===== src/rtl/alun_pkg.sv =====
// rtl/alun_pkg.sv - shared opcodes, FSM states and flag indices for alun_seq
// Purpose: common definitions imported by the alun_seq datapath and its bench.
// Ports: none (package).
package alun_pkg;

  localparam logic [3:0] OP_NOT  = 4'h0;
  localparam logic [3:0] OP_AND  = 4'h1;
  localparam logic [3:0] OP_PASS = 4'h2;
  localparam logic [3:0] OP_OR   = 4'h3;
  localparam logic [3:0] OP_DEC  = 4'h4;
  localparam logic [3:0] OP_ADD  = 4'h5;
  localparam logic [3:0] OP_SUB  = 4'h6;
  localparam logic [3:0] OP_INC  = 4'h7;
  localparam logic [3:0] OP_ADC  = 4'h8;
  localparam logic [3:0] OP_SBC  = 4'h9;
  localparam logic [3:0] OP_SHL  = 4'hA;
  localparam logic [3:0] OP_SHR  = 4'hB;
  localparam logic [3:0] OP_MUL  = 4'hC;
  localparam logic [3:0] OP_MULH = 4'hD;
  localparam logic [3:0] OP_XOR  = 4'hE;
  localparam logic [3:0] OP_CLRC = 4'hF;

  // Flag register layout is {C,V,Z,N}.
  localparam int FLAG_N = 0;
  localparam int FLAG_Z = 1;
  localparam int FLAG_V = 2;
  localparam int FLAG_C = 3;

  typedef enum logic [1:0] {
    ST_IDLE = 2'd0,
    ST_EXEC = 2'd1,
    ST_DONE = 2'd2
  } state_t;

endpackage


===== src/rtl/alun_seq_if.sv =====
// rtl/alun_seq_if.sv - request/result handshake bundle for alun_seq
// Purpose: groups the request side (in_*, op, operands) and result side
//   (out_*, f, flags) of alun_seq.
// Ports: master = requester/consumer, slave = alun_seq.
interface alun_seq_if #(parameter int N = 8);
  logic         in_valid;
  logic         in_ready;
  logic [3:0]   op;
  logic         use_acc;
  logic [N-1:0] a;
  logic [N-1:0] b;
  logic         out_valid;
  logic         out_ready;
  logic [N-1:0] f;
  logic         c;
  logic         v;
  logic         z;
  logic         n;

  modport master (
    output in_valid, op, use_acc, a, b, out_ready,
    input  in_ready, out_valid, f, c, v, z, n
  );

  modport slave (
    input  in_valid, op, use_acc, a, b, out_ready,
    output in_ready, out_valid, f, c, v, z, n
  );
endinterface


===== src/rtl/alun.sv =====
// rtl/alun.sv - combinational ALU for the {m,s1,s0} opcode group
// Purpose: sel[2]=0 logic ops (~A, A&B, A, A|B); sel[2]=1 adder ops
//   (A-1, A+B, A-B, A+1) with carry-out and signed overflow.
// Ports: sel[2:0], a, b in; f, c (carry / no-borrow), v (overflow) out.
module alun #(parameter int N = 8) (
  input  logic [2:0]   sel,
  input  logic [N-1:0] a,
  input  logic [N-1:0] b,
  output logic [N-1:0] f,
  output logic         c,
  output logic         v
);
  logic [N-1:0] y;
  logic         cin;
  logic [N-2:0] low;
  logic         c_msb;
  logic         sum_msb;
  logic         c_out;

  always_comb begin
    y   = b;
    cin = 1'b0;
    case (sel[1:0])
      2'b00:   y = '1;                      // decrement: A + all-ones
      2'b01:   y = b;
      2'b10:   begin y = ~b; cin = 1'b1; end
      default: begin y = '0; cin = 1'b1; end
    endcase
    // Split at the MSB so the carry into it is visible for V.
    {c_msb, low}     = {1'b0, a[N-2:0]} + {1'b0, y[N-2:0]} + {{(N-1){1'b0}}, cin};
    {c_out, sum_msb} = {1'b0, a[N-1]} + {1'b0, y[N-1]} + {1'b0, c_msb};

    f = '0;
    c = 1'b0;
    v = 1'b0;
    if (sel[2]) begin
      f = {sum_msb, low};
      c = c_out;
      v = c_msb ^ c_out;
    end else begin
      case (sel[1:0])
        2'b00:   f = ~a;
        2'b01:   f = a & b;
        2'b10:   f = a;
        default: f = a | b;
      endcase
    end
  end
endmodule


===== src/rtl/alun_mul_serial.sv =====
// rtl/alun_mul_serial.sv - N-step shift-add multiplier
// Purpose: start latches operands; one partial product per cycle for N cycles.
//   done is high in the final step cycle, when product already includes that
//   step, so the caller can register it on the same edge.
// Ports: clk, rst, start, a, b in; done, product[2N-1:0] out.
module alun_mul_serial #(parameter int N = 8) (
  input  logic           clk,
  input  logic           rst,
  input  logic           start,
  input  logic [N-1:0]   a,
  input  logic [N-1:0]   b,
  output logic           done,
  output logic [2*N-1:0] product
);
  localparam int CW = $clog2(N + 1);

  logic [2*N-1:0] mcand_q;
  logic [2*N-1:0] prod_q;
  logic [N-1:0]   mplier_q;
  logic [CW-1:0]  cnt_q;

  assign product = prod_q + (mplier_q[0] ? mcand_q : '0);
  assign done    = (cnt_q == CW'(1));

  always_ff @(posedge clk or posedge rst) begin
    if (rst) begin
      mcand_q  <= '0;
      prod_q   <= '0;
      mplier_q <= '0;
      cnt_q    <= '0;
    end else if (start) begin
      mcand_q  <= {{N{1'b0}}, a};
      prod_q   <= '0;
      mplier_q <= b;
      cnt_q    <= CW'(N);
    end else if (cnt_q != '0) begin
      prod_q   <= product;
      mcand_q  <= mcand_q << 1;
      mplier_q <= mplier_q >> 1;
      cnt_q    <= cnt_q - CW'(1);
    end
  end
endmodule


===== src/rtl/alun_seq.sv =====
// rtl/alun_seq.sv - clocked ALU with accumulator, flag register and handshakes
// Purpose: ops 0-7 through alun; ADC/SBC, shifts, XOR, CLRC in one cycle;
//   MUL/MULH through the serial multiplier (N extra cycles).
// Ports: clk, rst (async, active-high); bus (alun_seq_if.slave):
//   in_valid/in_ready/op/use_acc/a/b request, out_valid/out_ready/f/c/v/z/n result.
module alun_seq
  import alun_pkg::*;
#(parameter int N = 8) (
  input  logic     clk,
  input  logic     rst,
  alun_seq_if.slave bus
);
  state_t         state_q, state_d;
  logic [N-1:0]   acc_q, f_q;
  logic [3:0]     flags_q;
  logic           mulh_q;
  logic           accept, load_res, mul_start, is_mul;
  logic           mul_done;
  logic [2*N-1:0] product;
  logic [N-1:0]   opa, alu_f, res_f;
  logic           alu_c, alu_v, res_c, res_v;
  logic [N-1:0]   adc_y;
  logic [N-2:0]   adc_low;
  logic           adc_cmsb, adc_msb, adc_cout;

  assign opa    = bus.use_acc ? acc_q : bus.a;
  assign is_mul = (bus.op == OP_MUL) || (bus.op == OP_MULH);

  alun #(.N(N)) u_alun (
    .sel(bus.op[2:0]), .a(opa), .b(bus.b), .f(alu_f), .c(alu_c), .v(alu_v)
  );

  alun_mul_serial #(.N(N)) u_mul (
    .clk(clk), .rst(rst), .start(mul_start), .a(opa), .b(bus.b),
    .done(mul_done), .product(product)
  );

  assign bus.in_ready  = !rst && ((state_q == ST_IDLE) ||
                                  ((state_q == ST_DONE) && bus.out_ready));
  assign accept        = bus.in_valid && bus.in_ready;
  assign bus.out_valid = (state_q == ST_DONE);
  assign bus.f         = f_q;
  assign bus.c         = flags_q[FLAG_C];
  assign bus.v         = flags_q[FLAG_V];
  assign bus.z         = flags_q[FLAG_Z];
  assign bus.n         = flags_q[FLAG_N];

  // ADC/SBC carry chain: carry-in is the stored C flag.
  always_comb begin
    adc_y = bus.op[0] ? ~bus.b : bus.b;
    {adc_cmsb, adc_low} = {1'b0, opa[N-2:0]} + {1'b0, adc_y[N-2:0]} +
                          {{(N-1){1'b0}}, flags_q[FLAG_C]};
    {adc_cout, adc_msb} = {1'b0, opa[N-1]} + {1'b0, adc_y[N-1]} + {1'b0, adc_cmsb};
  end

  always_comb begin
    res_f = '0;
    res_c = 1'b0;
    res_v = 1'b0;
    if (state_q == ST_EXEC) begin
      if (mulh_q) begin
        res_f = product[2*N-1:N];
      end else begin
        res_f = product[N-1:0];
        res_c = |product[2*N-1:N];
      end
    end else if (!bus.op[3]) begin
      res_f = alu_f;
      res_c = alu_c;
      res_v = alu_v;
    end else begin
      case (bus.op)
        OP_ADC, OP_SBC: begin
          res_f = {adc_msb, adc_low};
          res_c = adc_cout;
          res_v = adc_cmsb ^ adc_cout;
        end
        OP_SHL:  begin res_f = {opa[N-2:0], 1'b0}; res_c = opa[N-1]; end
        OP_SHR:  begin res_f = {1'b0, opa[N-1:1]}; res_c = opa[0]; end
        OP_XOR:  res_f = opa ^ bus.b;
        OP_CLRC: res_f = opa;
        default: res_f = '0;   // MUL/MULH results come from EXEC
      endcase
    end
  end

  always_comb begin
    state_d   = state_q;
    load_res  = 1'b0;
    mul_start = 1'b0;
    case (state_q)
      ST_IDLE, ST_DONE: begin
        if (accept) begin
          if (is_mul) begin
            mul_start = 1'b1;
            state_d   = ST_EXEC;
          end else begin
            load_res = 1'b1;
            state_d  = ST_DONE;
          end
        end else if ((state_q == ST_DONE) && bus.out_ready) begin
          state_d = ST_IDLE;
        end
      end
      ST_EXEC: begin
        if (mul_done) begin
          load_res = 1'b1;
          state_d  = ST_DONE;
        end
      end
      default: state_d = ST_IDLE;
    endcase
  end

  always_ff @(posedge clk or posedge rst) begin
    if (rst) state_q <= ST_IDLE;
    else     state_q <= state_d;
  end

  always_ff @(posedge clk or posedge rst) begin
    if (rst) begin
      acc_q   <= '0;
      f_q     <= '0;
      flags_q <= '0;
      mulh_q  <= 1'b0;
    end else begin
      if (mul_start) mulh_q <= bus.op[0];
      if (load_res) begin
        f_q             <= res_f;
        acc_q           <= res_f;
        flags_q[FLAG_C] <= res_c;
        flags_q[FLAG_V] <= res_v;
        flags_q[FLAG_Z] <= (res_f == '0);
        flags_q[FLAG_N] <= res_f[N-1];
      end
    end
  end
endmodule

===== src/flat_wrapper.sv =====
// flat-port wrapper written by rule: the top's interface ports become plain ports
module alun_seq_flat import alun_pkg::*;
#(parameter int N = 8)
  (clk, rst, bus_in_valid, bus_op, bus_use_acc, bus_a, bus_b, bus_out_ready, bus_in_ready, bus_out_valid, bus_f, bus_c, bus_v, bus_z, bus_n);
  alun_seq_if #(.N(N)) bus_i ();
  input  logic clk;
  input  logic rst;
  input wire logic [$bits(bus_i.in_valid)-1:0] bus_in_valid;
  input wire logic [$bits(bus_i.op)-1:0] bus_op;
  input wire logic [$bits(bus_i.use_acc)-1:0] bus_use_acc;
  input wire logic [$bits(bus_i.a)-1:0] bus_a;
  input wire logic [$bits(bus_i.b)-1:0] bus_b;
  input wire logic [$bits(bus_i.out_ready)-1:0] bus_out_ready;
  output wire logic [$bits(bus_i.in_ready)-1:0] bus_in_ready;
  output wire logic [$bits(bus_i.out_valid)-1:0] bus_out_valid;
  output wire logic [$bits(bus_i.f)-1:0] bus_f;
  output wire logic [$bits(bus_i.c)-1:0] bus_c;
  output wire logic [$bits(bus_i.v)-1:0] bus_v;
  output wire logic [$bits(bus_i.z)-1:0] bus_z;
  output wire logic [$bits(bus_i.n)-1:0] bus_n;
  assign bus_i.in_valid = bus_in_valid;
  assign bus_i.op = bus_op;
  assign bus_i.use_acc = bus_use_acc;
  assign bus_i.a = bus_a;
  assign bus_i.b = bus_b;
  assign bus_i.out_ready = bus_out_ready;
  assign bus_in_ready = bus_i.in_ready;
  assign bus_out_valid = bus_i.out_valid;
  assign bus_f = bus_i.f;
  assign bus_c = bus_i.c;
  assign bus_v = bus_i.v;
  assign bus_z = bus_i.z;
  assign bus_n = bus_i.n;
  alun_seq #(.N(N)) u_core (.clk(clk), .rst(rst), .bus(bus_i));
endmodule

===== config.mk =====
export PLATFORM = sky130hd
export DESIGN_NAME = alun_seq_flat
export DESIGN_NICKNAME = d
export VERILOG_FILES = /design/src/rtl/alun_pkg.sv /design/src/rtl/alun_seq_if.sv /design/src/rtl/alun.sv /design/src/rtl/alun_mul_serial.sv /design/src/rtl/alun_seq.sv /design/src/flat_wrapper.sv
export SDC_FILE = /design/constraint.sdc
export NUM_CORES = 1
export LEC_CHECK = 0
export BUFFER_PORTS_ARGS = -buffer_cell sky130_fd_sc_hd__clkbuf_2
export CAP_MARGIN = 40
export CORE_MARGIN = 2
export CORE_UTILIZATION = 55
export DETAILED_ROUTE_END_ITERATION = 6
export GPL_ROUTABILITY_DRIVEN = 0
export MAX_ROUTING_LAYER = met4
export PLACE_DENSITY = 0.74
export SLEW_MARGIN = 0
export SYNTH_ARGS = -nofsm -noshare
export SYNTH_HDL_FRONTEND = slang
export SYNTH_SLANG_ARGS = --single-unit

===== constraint.sdc =====
create_clock -name clk -period 7.67 [get_ports clk]
set_input_delay 1.1505 -clock clk [delete_from_list [all_inputs] [get_ports clk]]
set_output_delay 1.1505 -clock clk [all_outputs]
set_load 0.01 [all_outputs]

==> results of run 1 <==
[final timing paths]
path                                    from           endpoint  cells after the start
setup / recovery                 bus_use_acc  u_core.flags_q[3]                     17
hold / removal             u_core.flags_q[1]  u_core.flags_q[1]                      2
setup reg to reg             u_core.acc_q[0]  u_core.flags_q[3]                     16
hold reg to reg            u_core.flags_q[1]  u_core.flags_q[1]                      2
max in group asynchronous                rst    u_core.acc_q[3]                      3
min in group asynchronous                rst  u_core.state_q[0]                      3
[kinds of logic (layout without fill, tap and decap cells)]
family                   after synthesis  after routing  share of synthesized area, %
AO/OA/AOI/OAI                        185            185                          23.6
multiplexers                          22             22                          4.55
buffers and inverters                 71             94                          5.76
AND/OR/NAND/NOR                      237            237                          20.3
XOR/XNOR                              33             33                          5.39
flip-flops                            58             58                          27.1
adder cells (fa/ha/maj)               53             53                          13.3
[critical path, stage by stage]
cell and delay, ns:
clkbuf_2 0.22, mux2i_1 0.63, fa_1 0.33, nand3b_1 0.14, a21oi_1 0.07, a211oi_1 0.34
nor2_1 0.07, o21ai_0 0.16, nand2b_1 0.13, fa_1 0.44, nand2_1 0.08, o31a_1 0.14
o22ai_1 0.08, a21o_1 0.19, nand3b_1 0.16, nor4b_1 0.35, a41oi_1 0.16
[cell usage in the layout, fill, tap and decap left out, types with 4 or more instances in the layout]
cell and n:
o21ai_1 9, inv_1 31, mux2i_1 12, clkbuf_2 38, and2_1 22, nor2b_1 4, o211ai_1 9, a21o_1 10
nor3_1 6, mux2_2 9, ha_1 46, a31oi_1 19, xnor2_1 18, xor2_1 15, clkbuf_8 10, dfrtp_1 58
o21a_1 4, a211oi_1 8, fa_1 7, buf_4 6, o21ai_0 31, o22ai_1 5, nand2b_1 4, a21oi_1 40
nand2_1 105, a22oi_1 10, nor2_1 55, nand3_1 15
[metrics by stage]
step / total power, uW / instances / worst slack, ns
6_report: 1680 / 815 / 3.04
5_1_grt: 1820 / 815 / 2.70
4_1_cts: 1680 / 815 / 3.07
3_5_place_dp: 1410 / 799 / 2.72
3_3_place_gp: 1370 / 798 / 2.91
2_1_floorplan: 1180 / 659 / 2.77
[sequential cells by signal (all words and copies together), names as in the netlist]
name,count
u_core.u_mul.mcand_q,16
u_core.u_mul.prod_q,16
u_core.u_mul.mplier_q,8
u_core.acc_q,7
u_core.flags_q,4
u_core.u_mul.cnt_q,4
u_core.state_q,2
u_core.mulh_q,1
[cell type report]
cell class	count	area [sq um]	share of cell area, %
inverter	33	124	2.14
clock buffer	10	138	2.38
tap	133	166	2.88
clock inverter	6	41.3	0.715
timing repair buffer	45	250	4.33
multi-input combinational	530	3610	62.4
sequential	58	1450	25.1
[layer usage]
| layer | vias to the layer above | track usage [%] | wire [microns] |
|---|---|---|---|
| li1 | 2367 | - | - |
| met3 | 52 | 5.36 | 1120 |
| met1 | 2363 | 39.5 | 6320 |
| met5 | - | - | 0 |
| met2 | 230 | 42.8 | 6130 |
| met4 | 0 | 12.1 | 548 |
[report_power, final]
| group | internal (uW) | switching (uW) |
|---|---|---|
| combinational | 367 | 539 |
| clock | 126 | 137 |
| sequential | 418 | 93.1 |
==> flow_metrics.env, run 1 <==
export IMPL_vias=5012
export IMPL_area_delta_synth_final_pct=7.75
export IMPL_cp_max_fo=8
export IMPL_cts_resized=0
export IMPL_drv_slew=0
export IMPL_io_buffers=38
export IMPL_timing_hold_ws_ns=0.506
export IMPL_cp_end_kind="flop"
export IMPL_yosysSeqAreaShare_pct=27.1
export IMPL_rows=36
export IMPL_ys_warnings_count=0
export IMPL_wl_microns=14100
export IMPL_syn_area_sq_um=5360
export IMPL_yosys_top_cells_count="nand2_1, dfrtp_1, nor2_1"
export IMPL_clk_latency_ns=0.35
export IMPL_clk_pin_slew_ns=0.07
export IMPL_die_w_microns=103
export IMPL_final_hold_violation_count=0
export IMPL_antenna_found_initial=0
export IMPL_syn_nets=737
export IMPL_fin_setup_tns_ns=0
export IMPL_leakagePower_uw=0.00273
export IMPL_cap_violations=0
export IMPL_cts_tree="yes"
export IMPL_rsz0062_at_grt="no"
export IMPL_fin_skew_ns=0.00913
export IMPL_design_area_sq_um=5780
export IMPL_syn_inst=659
export IMPL_synth_edf_count=0
export IMPL_synth_area_leader_cell="dfrtp_1"
export IMPL_viasPerCell=6.15
export IMPL_wire_per_inst_microns=17.3
export IMPL_die_h_microns=103
export IMPL_slew_headroom_pct=50.5
export IMPL_synth_avg_cell_area_sq_um=8.14
export IMPL_place_hpwl_microns=10400
export IMPL_hp_class="reg2reg"
export IMPL_num_antenna_cells=0
export IMPL_io_pins=39
export IMPL_regToRegSetupSlack_ns=3.74
export IMPL_final_util_pct=59.9
export IMPL_yosysUniqueCellTypes=77
export IMPL_yosysMostFrequentCell="nand2_1"
export IMPL_ys_async_sr_fraction_pct=100
export IMPL_grt_pass1_wl_microns=23100
export IMPL_firstDrtPassIters=5
export IMPL_drive_gt1_share_pct=14.5
export IMPL_overflow=0
export IMPL_grt_pass1_vias=4636
export IMPL_synth_ff_type="dfrtp_1"
export IMPL_drc=0
export IMPL_ant_nets=0
export IMPL_path_class="in2reg"
export IMPL_fin_nets=755
export IMPL_holdBufCountCts=0
export IMPL_cts_htree_levels=3
export IMPL_synth_top_cell_area_share_pct=27.1
export IMPL_cts_made_buffers=9
export IMPL_clk_path_buf_depth=2
export IMPL_root_buffer="clkbuf_8"
export IMPL_cts_setup_buffers=0
export IMPL_ys_seq_elements=58
export IMPL_num_fill_cells=919
export IMPL_floorplan_initialDensity_pct=55.6
export IMPL_power_density_nw_per_um2=291
export IMPL_run_status="finished clean"
export IMPL_cp_start_kind="primary input"
export IMPL_core_area_sq_um=9640
export IMPL_grt_max_degree=59
export IMPL_drt_iter0_drc=364
export IMPL_fin_crit_sh_pct=60.3
export IMPL_die_area_sq_um=10600
export IMPL_dpl_instance_area_sq_um=5600
export IMPL_synth_area_leaders="dfrtp_1, ha_1, nand2_1, nor2_1, a21oi_1"
export IMPL_track_usage_pct=29.1
export IMPL_worst_pin_slew_ns=0.742
export IMPL_max_vdd_ir_drop_mv=0.127
export IMPL_setup_viol=0
export IMPL_clock_fmax_mhz=216
export IMPL_period_minus_slack_ns=4.63
export IMPL_cp_arrival_ns=4.84
export IMPL_worstPathRequired_ns=7.89
export IMPL_cts_num_sinks=58
No activity file was read; power rests on OpenSTA's default activity.
==> run 2, diff against run 1 <==
--- a/config.mk
+++ b/config.mk
@@ -5,6 +5,7 @@
 export SDC_FILE = /design/constraint.sdc
 export NUM_CORES = 1
 export LEC_CHECK = 0
+export ABC_AREA = 1
 export BUFFER_PORTS_ARGS = -buffer_cell sky130_fd_sc_hd__clkbuf_2
 export CAP_MARGIN = 40
 export CORE_MARGIN = 2
==> constraint.sdc (replaced) <==
create_clock -name clk -period 4.29 [get_ports clk]
set_input_delay 0.6435 -clock clk [delete_from_list [all_inputs] [get_ports clk]]
set_output_delay 0.6435 -clock clk [all_outputs]
set_load 0.01 [all_outputs]
==> run 2 against run 1 <==
  * Via count increased by 13%
  * Sequential cell count unchanged
  * Clock power increased by 120%
  * Sequential power increased by 94%
  * Setup slack got worse by 2.3 ns
  * Die area increased by 2.0%
  * Synthesized area increased by 2.1%
  * Non-clock buffer count decreased by 1
  * Combinational power increased to 2.5 times the previous value
  * Final area increased by 3.8%
  * Routed wire length increased by 10%
==> flow_metrics.env, run 2 <==
export IMPL_min_from="u_core.flags_q[2]"
export IMPL_power_density_nw_per_um2=648
export IMPL_synth_ff_type="dfrtp_1"
export IMPL_ys_async_sr_fraction_pct=100
export IMPL_die_area_sq_um=10800
export IMPL_firstDrtPassIters=6
export IMPL_die_w_microns=104
export IMPL_clock_fmax_mhz=280
export IMPL_drc=0
export IMPL_reg2reg_depth=23
export IMPL_wl_microns=15600
export IMPL_syn_area_sq_um=5470
export IMPL_fin_skew_ns=0.0117
export IMPL_cp_start_kind="primary input"
export IMPL_area_delta_synth_final_pct=9.62
export IMPL_root_buffer="clkbuf_8"
export IMPL_synth_top_cell_area_share_pct=26.5
export IMPL_ant_nets=0
export IMPL_floorplan_initialDensity_pct=56.3
export IMPL_num_antenna_cells=0
export IMPL_cp_arrival_ns=3.83
export IMPL_clk_pin_slew_ns=0.06
export IMPL_timing_hold_ws_ns=0.487
export IMPL_core_area_sq_um=9730
export IMPL_synth_avg_cell_area_sq_um=6.39
export IMPL_worstReg2RegStart="u_core.acc_q[4]"
export IMPL_yosysUniqueCellTypes=37
export IMPL_cts_made_buffers=9
export IMPL_yosys_top_cells_count="nand2_1, inv_1, nor2_1"
export IMPL_crit_start="bus_use_acc"
export IMPL_place_worst_setup_slack_ns=0.476
export IMPL_top_regs="u_core.u_mul.mcand_q x16, u_core.u_mul.prod_q x16, u_core.u_mul.mplier_q x8"
export IMPL_holdBufCountCts=0
export IMPL_grt_pass1_vias=5335
export IMPL_ys_seq_elements=58
export IMPL_drv_slew=0
export IMPL_antenna_found_initial=0
export IMPL_ys_warnings_count=0
export IMPL_fin_crit_sh_pct=83.2
export IMPL_period_minus_slack_ns=3.57
export IMPL_final_seq_area_sq_um=1450
export IMPL_vias=5678
export IMPL_final_hold_violation_count=0
export IMPL_clk_latency_ns=0.34
export IMPL_layout_commonest_cell="nand2_1"
export IMPL_clk_path_buf_depth=2
export IMPL_critPathSlowestCell="ha_1"
export IMPL_rsz0062_at_grt="no"
export IMPL_max_vdd_ir_drop_mv=0.251
export IMPL_final_cell_mix="nand2_1, inv_1, nor2_1, nand3_1, dfrtp_1"
export IMPL_cts_num_sinks=58
export IMPL_synth_area_leader_cell="dfrtp_1"
export IMPL_die_h_microns=104
export IMPL_yosysSeqAreaShare_pct=26.5
export IMPL_synth_edf_count=0
export IMPL_cts_resized=0
export IMPL_cp_max_fo=11
export IMPL_multi_input_area_sq_um=3380
export IMPL_cts_htree_levels=3
export IMPL_yosysMostFrequentCell="nand2_1"
export IMPL_path_class="in2reg"
export IMPL_design_area_sq_um=6000
export IMPL_io_pins=39
export IMPL_crit_top_cell="nand2_1"
export IMPL_leakagePower_uw=0.00348
export IMPL_rows=36
export IMPL_cap_violations=0
export IMPL_place_hpwl_microns=11900
export IMPL_hp_class="reg2reg"
export IMPL_grt_max_degree=60
export IMPL_run_status="finished clean"
export IMPL_cp_slowest_stage_delay_ns=0.46
export IMPL_wire_per_inst_microns=15.1
export IMPL_overflow=0
export IMPL_setup_viol=0
export IMPL_drt_iter0_drc=618
export IMPL_dpl_instance_area_sq_um=5770
export IMPL_drive_gt1_share_pct=7.80
export IMPL_syn_inst=857
export IMPL_io_buffers=38
export IMPL_setup_slack_ns=0.719
export IMPL_worst_pin_slew_ns=0.749
export IMPL_cp_end_kind="flop"
export IMPL_grt_pass1_wl_microns=25600
export IMPL_syn_nets=935
export IMPL_worstPathRequired_ns=4.55
export IMPL_hold_depth=2
export IMPL_fin_nets=971
export IMPL_cts_setup_buffers=0
export IMPL_track_usage_pct=30.3
export IMPL_slew_headroom_pct=50.0
export IMPL_fin_setup_tns_ns=0
export IMPL_cts_tree="yes"
export IMPL_num_fill_cells=918
export IMPL_synth_area_leaders="dfrtp_1, nand2_1, ha_1, inv_1, nor2_1"
export IMPL_viasPerCell=5.51
-- run 2: worst max-delay path, delay by kind of cell --
family | cells | cell delay [ns]
AOI/OAI and AO/OA | 2 | 0.32
adders and majority gates | 2 | 0.92
buffers and inverters | 4 | 0.49
and+or+nand+nor | 17 | 1.45
-- run 2: per-stage QoR --
| step | instances | utilization [%] | total power [uW] |
|---|---|---|---|
| after floorplan | 857 | - | 2710 |
| after detailed placement | 1015 | 59.3 | 3260 |
| after global placement | 1015 | 59.3 | 3190 |
| after global routing | 1031 | 61.7 | 4260 |
| after CTS | 1031 | 61.7 | 3860 |
| final | 1031 | 61.7 | 3890 |
-- run 2: power breakdown --
part           total (uW)  internal [uW]  switching (uW)
Sequential            993            806             187
Clock                 585            359             226
Combinational        2310            829            1480
-- run 2: final timing paths --
| path | endpoint | slack [ns] |
|---|---|---|
| hold reg to reg | u_core.flags_q[2] | 0.49 |
| setup reg to reg | u_core.flags_q[1] | 0.91 |
| max in group asynchronous | u_core.flags_q[2] | 3.18 |
| min in group asynchronous | u_core.u_mul.prod_q[10] | 0.60 |
| setup / recovery | u_core.flags_q[1] | 0.72 |
| hold / removal | u_core.flags_q[2] | 0.49 |
-- run 2: cell type report --
type                       count  area share (%)
clock inverter                 4            1.23
inverter                     143            8.95
timing repair buffer          44            3.92
clock buffer                  12            2.59
tap                          133            2.77
multi-input combinational    637            56.4
sequential                    58            24.2
-- run 2: metal layers --
layer  global-route usage [%]  wire length (microns)  vias up
met1                     38.8                   6690     2639
met2                     46.5                   7020      218
met3                     5.48                   1200       40
met4                     14.9                    647        0
met5                        -                      0        -
li1                         -                      -     2781
-- run 2: logic make-up after synthesis --
logic type	Yosys count	synth area share [%]
AOI/OAI and AO/OA	106	11.1
xor gates and xnor gates	17	2.72
adders and majority gates	53	13.1
buffers and inverters	162	11.7
DFF	58	26.5
and+or+nand+nor	461	34.9
